$ cat config.mk
export PLATFORM = sky130hd
export DESIGN_NAME = fifo_occupancy_tracker
export DESIGN_NICKNAME = d
export VERILOG_FILES = /design/src/rtl/fifo_occupancy_tracker.sv
export SDC_FILE = /design/constraint.sdc
export NUM_CORES = 1
export LEC_CHECK = 0
export ABC_AREA = 1
export BUFFER_PORTS_ARGS = -buffer_cell sky130_fd_sc_hd__buf_4
export CAP_MARGIN = 30
export CORE_ASPECT_RATIO = 1.2
export CORE_MARGIN = 2
export CORE_UTILIZATION = 32
export CTS_CLUSTER_DIAMETER = 30
export DETAILED_ROUTE_END_ITERATION = 7
export PLACE_DENSITY_LB_ADDON = 0.12
export SYNTH_ARGS = -nofsm -noshare
export SYNTH_HDL_FRONTEND = slang
export SYNTH_SLANG_ARGS = --single-unit
$ cat constraint.sdc
create_clock -name clk -period 4.5 [get_ports clk]
set_clock_uncertainty 0.2 [all_clocks]
set_input_delay 0.9 -clock clk [delete_from_list [all_inputs] [get_ports clk]]
set_output_delay 0.9 -clock clk [all_outputs]
set_load 0.01 [all_outputs]
$ cat src/rtl/fifo_occupancy_tracker.sv
// Occupancy counter, request gating and status flags for one synchronous binary-pointer FIFO.
// Define FIFO_OCC_PEAK_EN to build the high-water mark register; otherwise peak is tied to 0.
module fifo_occupancy_tracker #(
  parameter int FIFO_DEPTH = 8,
  parameter int CW         = $clog2(FIFO_DEPTH) + 1
) (
  input  logic          clk,
  input  logic          reset,
  input  logic          push,
  input  logic          pop,
  input  logic [CW-1:0] af_thresh,
  input  logic [CW-1:0] ae_thresh,
  input  logic          clear_stats,
  output logic          push_ok,
  output logic          pop_ok,
  output logic [CW-1:0] count,
  output logic          full,
  output logic          empty,
  output logic          almost_full,
  output logic          almost_empty,
  output logic          overflow,
  output logic          underflow,
  output logic [CW-1:0] peak
);

  localparam logic [CW-1:0] DEPTH_C = CW'(FIFO_DEPTH);

  logic [CW-1:0] count_q, count_d;
  logic          overflow_q, overflow_d;
  logic          underflow_q, underflow_d;

  assign full         = (count_q == DEPTH_C);
  assign empty        = (count_q == '0);
  assign almost_full  = (count_q >= af_thresh);
  assign almost_empty = (count_q <= ae_thresh);

  // Gating uses the registered count only, so a pop never frees room for a same-cycle push.
  assign push_ok = push & ~full;
  assign pop_ok  = pop & ~empty;

  always_comb begin
    count_d = count_q;
    case ({push_ok, pop_ok})
      2'b10:   count_d = count_q + CW'(1);
      2'b01:   count_d = count_q - CW'(1);
      default: count_d = count_q;
    endcase
  end

  // A new error in the same cycle as clear_stats must leave the flag set.
  assign overflow_d  = (overflow_q & ~clear_stats) | (push & full);
  assign underflow_d = (underflow_q & ~clear_stats) | (pop & empty);

  always_ff @(posedge clk or negedge reset) begin
    if (!reset) begin
      count_q     <= '0;
      overflow_q  <= 1'b0;
      underflow_q <= 1'b0;
    end else begin
      count_q     <= count_d;
      overflow_q  <= overflow_d;
      underflow_q <= underflow_d;
    end
  end

  assign count     = count_q;
  assign overflow  = overflow_q;
  assign underflow = underflow_q;

`ifdef FIFO_OCC_PEAK_EN
  logic [CW-1:0] peak_q, peak_d;

  // Clearing restarts tracking from the occupancy being entered, not from zero.
  always_comb begin
    if (clear_stats) begin
      peak_d = count_d;
    end else if (count_d > peak_q) begin
      peak_d = count_d;
    end else begin
      peak_d = peak_q;
    end
  end

  always_ff @(posedge clk or negedge reset) begin
    if (!reset) begin
      peak_q <= '0;
    end else begin
      peak_q <= peak_d;
    end
  end

  assign peak = peak_q;
`else
  assign peak = '0;
`endif

endmodule
After elaboration in Yosys (flattened, before gate mapping)
Cells that the tools add are included.
Cells by class
  add/subtract/negate cells: 2
  magnitude comparators: 2
  eq/ne operators: 3
  mux-type cells: 1
  bitwise gates (word level): 11
  reductions and logical operators: 2
Operators with widths (number)
  one-hot mux 4 bit (2 select lines): 1
  AND 1 bit: 6
  adder 4 x 1 -> 4 bit (second input constant): 1
  equality test 4 bit (second input constant): 1
  >= comparator 4 bit: 1
  <= comparator 4 bit: 1
  zero test 4 bit: 1
  subtractor 4 x 1 -> 4 bit (second input constant): 1
  NOT 1 bit: 3
  equality test 2 x 1 -> 1 bit (second input constant): 1
  equality test 2 bit (second input constant): 1
  bitwise OR 1 bit: 2
  nonzero test 2 bit: 1
Word-level totals
  register bits: 6
  bits of input ports: 13
  output and inout port bits: 16
  word-level logic and storage cells: 24

Depth between registers and ports, before layout
  word-level depth: 5
  depth in mapped cells: 13

Worst setup path after synthesis
Ideal clock, no wire load.
  path kind: input port to output port
  start: in af_thresh[1]
  end: out almost_full
  data arrival time: 1.563 ns
  data required time: 3.400 ns
  slack: 1.837 ns
  cell stages on the path: 6
  cell sequence: inv_1 -> ha_1 -> inv_1 -> nor2_1 -> o211ai_1 -> nand3_1
Between the ends
  word-level cells in the longest chain between the ends: 1
Ends and longest elaborated chain
  start: declaration: line 11  | input logic [CW-1:0] af_thresh,
  >= comparator 4 bit: line 34  | assign almost_full = (count_q >= af_thresh);
  end: declaration: line 19  | output logic almost_full,
No other way between the ends.

Worst setup path in the final report
Ends and elaborated chain as after synthesis.

==> summary.md <==
| Metric | Value |
|---|---|
| Setup TNS | `0 ns` |
| WP data arrival | `1.77 ns` |
| Die Wd | `43.8 um` |
| Num ports | `29` |
| RSZ-0062 raised after global routing | `no` |
| Critical Path Fanout Max | `2` |
| GP Congestion | `0.756` |
| Cell area after synthesis | `609 um2` |
| Slew Viols, Final | `0` |
| Prevailing post-synth register cell | `dfrtp_1` |
| Synth top area share | `24.6%` |
| Sequential share of the synthesized area | `24.6%` |
| PortBufs | `24` |
| Max Freq | `348 MHz` |
| Post-synthesis mux area share | `0%` |
| Cell Pwr Density | `606 nW/um2` |
| Final period util | `63.8%` |
| Drt wl/cell | `10.0 um` |
| Min cycle time layout | `2.87 ns` |
| Multi-input logic area | `358 um2` |
| Final ANT Viol Nets | `0` |
| Largest family of logic cells by synthesized area | `adder cells` |
| Status | `finished clean` |
| Clock root cell | `clkbuf_4` |
| Via/cell ratio | `4.46` |
| Most frequent cell after synthesis | `inv_1` |
| Gates resized, CTS repair | `0` |
| Yosys cell types | `20` |
| Routed wire length | `1260 um` |
| Top post-synthesis cells by area | `dfrtp_1 (25%), ha_1 (23%), inv_1 (11%), nand2_1 (5.5%), nand3_1 (4.9%)` |
| # rows | `17` |
| Syn-to-layout area delta | `34.1%` |
| P_leak | `0.490 nW` |
| Setup bufs post-CTS | `0` |
| Crit path max-delay cell type | `ha_1` |
| GR Overflow Total | `0` |
| DRT Pass-1 Iters | `5` |
| Max clock buf depth | `2` |
| H-tree Lvls | `1` |
| Final hold violations | `0` |
| Via count | `557` |
| Cell family with most CP delay | `buffers and inverters` |
| Die H | `51.8 um` |
| Simple-gate share of the synthesized area | `17.7%` |
| Vias in the first global route | `534` |
| # setup viols final | `0` |
| Core ar. | `1810 um2` |
| Final HPWL DP | `1040 um` |
| Cell accounting for the most synthesized area | `dfrtp_1` |
| Post-CTS Hold Buffers | `0` |
| Buffers and inverters on the worst path | `4` |
| Worst-Skew Late Latency | `0.24 ns` |
| Adder-Cell Fraction of Synth Area | `25.9%` |
| CP startpoint kind | `input port` |
| Max-cap violations | `0` |
| DR iter-0 viols | `6` |
| Worst-path clk slew | `0.05 ns` |
| Synth Instances | `80` |
| Register area | `150 um2` |
| Total chip power | `0.000495 W` |
| Sink Count | `6` |
| Post-Synth XOR/XNOR Area | `2.87%` |
| First-pass GRT wire length | `2190 um` |
| TritonCTS clock tree | `built` |
| Worst setup EP type | `primary output` |
| Share of flip-flops with an asynchronous set or reset | `100%` |
| Yosys warns | `0` |
| DRC errors left | `0` |
| Die Area | `2270 um2` |
| Final #Nets | `133` |
| CP peak stage delay | `0.29 ns` |
| Peak VDD IR | `0.000274 V` |
| GRT Total Usage | `13.2%` |
| Critical path required time | `3.40 ns` |
| Synth Area in Compound Gates | `9.86%` |
| Number of diodes | `0` |
| Class of the worst hold path | `input port to asynchronous set/reset pin` |
| EDFF count, synth | `0` |
| Avg Cell Area, Syn | `7.62 um2` |
| Layout cells sized above 1 | `33.0%` |
| Number of antenna violations at the first check in global routing | `0` |
| Synth top cells by count | `inv_1 (18), ha_1 (11), nand2_1 (9)` |
| Fillers | `189` |
| Yosys reg bits | `6` |
| Setup CP Type | `input port to primary output` |
| Critical-path cell list | `buf_4, inv_1, ha_1, inv_1, nor2_1, o211ai_1, nand3_1, buf_4` |
| Initial Utilization | `33.7%` |
| Largest net degree at the start of global routing | `8` |
| CTS Buf Count | `3` |
sequential cells by signal (all words and copies together) (netlist names):
name,flops
underflow,1
overflow,1
count,4
power by group:
group / internal (W) / switching [W] / total, W
registers: 0.0000797 / 0.0000420 / 0.000122
logic: 0.000157 / 0.000168 / 0.000324
clock network: 0.0000302 / 0.0000192 / 0.0000494
total: 0.000266 / 0.000229 / 0.000495
layout make-up:
class                           instances  share of cell area, %
Inverter                               22                   10.1
Timing Repair Buffer                   24                   22.1
Clock buffer                            3                   2.76
Tap cell                               19                   2.91
Multi-Input combinational cell         51                   43.8
Sequential cell                         6                   18.4
through the flow:
stage               instances  setup slack [ns]  area (um2)  hold WS [ns]  utilization [%]
floorplan                  83              1.84         621         0.358                -
global placement          122              1.65         795         0.344             43.9
detailed placement        122              1.62         795         0.338             43.9
CTS                       125              1.61         817         0.246             45.2
global route              125              1.52         817         0.236             45.2
finish                    125              1.63         817         0.250             45.2
worst reg2reg max path, stage by stage, from the launching register on:
cell and delay (ns):
dfrtp_1 0.46, inv_1 0.09, nand3_1 0.13, inv_2 0.06, nor2_4 0.09, inv_2 0.04, ha_1 0.23, ha_1 0.34
a21oi_1 0.18, nand3_1 0.09, nand3_1 0.10, nand2_1 0.05
cell families after synthesis:
logic type,count (synthesis)
xor+xnor,2
flops,6
simple gates,22
fa+ha+maj,12
compound gates,11
other cells,1
buf+inv,26
final timing paths:
path | startpoint | depth (start not counted) | end | slack, ns
worst max-delay path | af_thresh[1] | 8 | almost_full | 1.63
worst min-delay path | reset | 1 | underflow$_DFF_PN0_ | 0.25
worst max register to register | count[2]$_DFFE_PN0P_ | 11 | count[3]$_DFFE_PN0P_ | 2.33
worst min register to register | overflow$_DFF_PN0_ | 2 | overflow$_DFF_PN0_ | 0.35
max in group asynchronous | reset | 1 | count[3]$_DFFE_PN0P_ | 3.73
min in group clk | overflow$_DFF_PN0_ | 2 | overflow$_DFF_PN0_ | 0.35
layer usage:
metal,global-route usage [%],wire [um],vias up,part of all wire [%]
met1,15.3,525,235,42
met2,21.6,613,24,49
met4,4.55,0,0,0
met3,5.56,116,0,9.2
met5,0,0,-,0
li1,-,-,298,-
layout by cell type, fill, tap and decap left out, drive strengths merged, types with 4 or more instances in the layout:
cell   count
nor2       4
nand2     11
dfrtp      6
ha        11
nand3      6
buf       24
a21oi      4
conb       4
inv       22
o21ai      4
(Power assumes the default switching activity.)
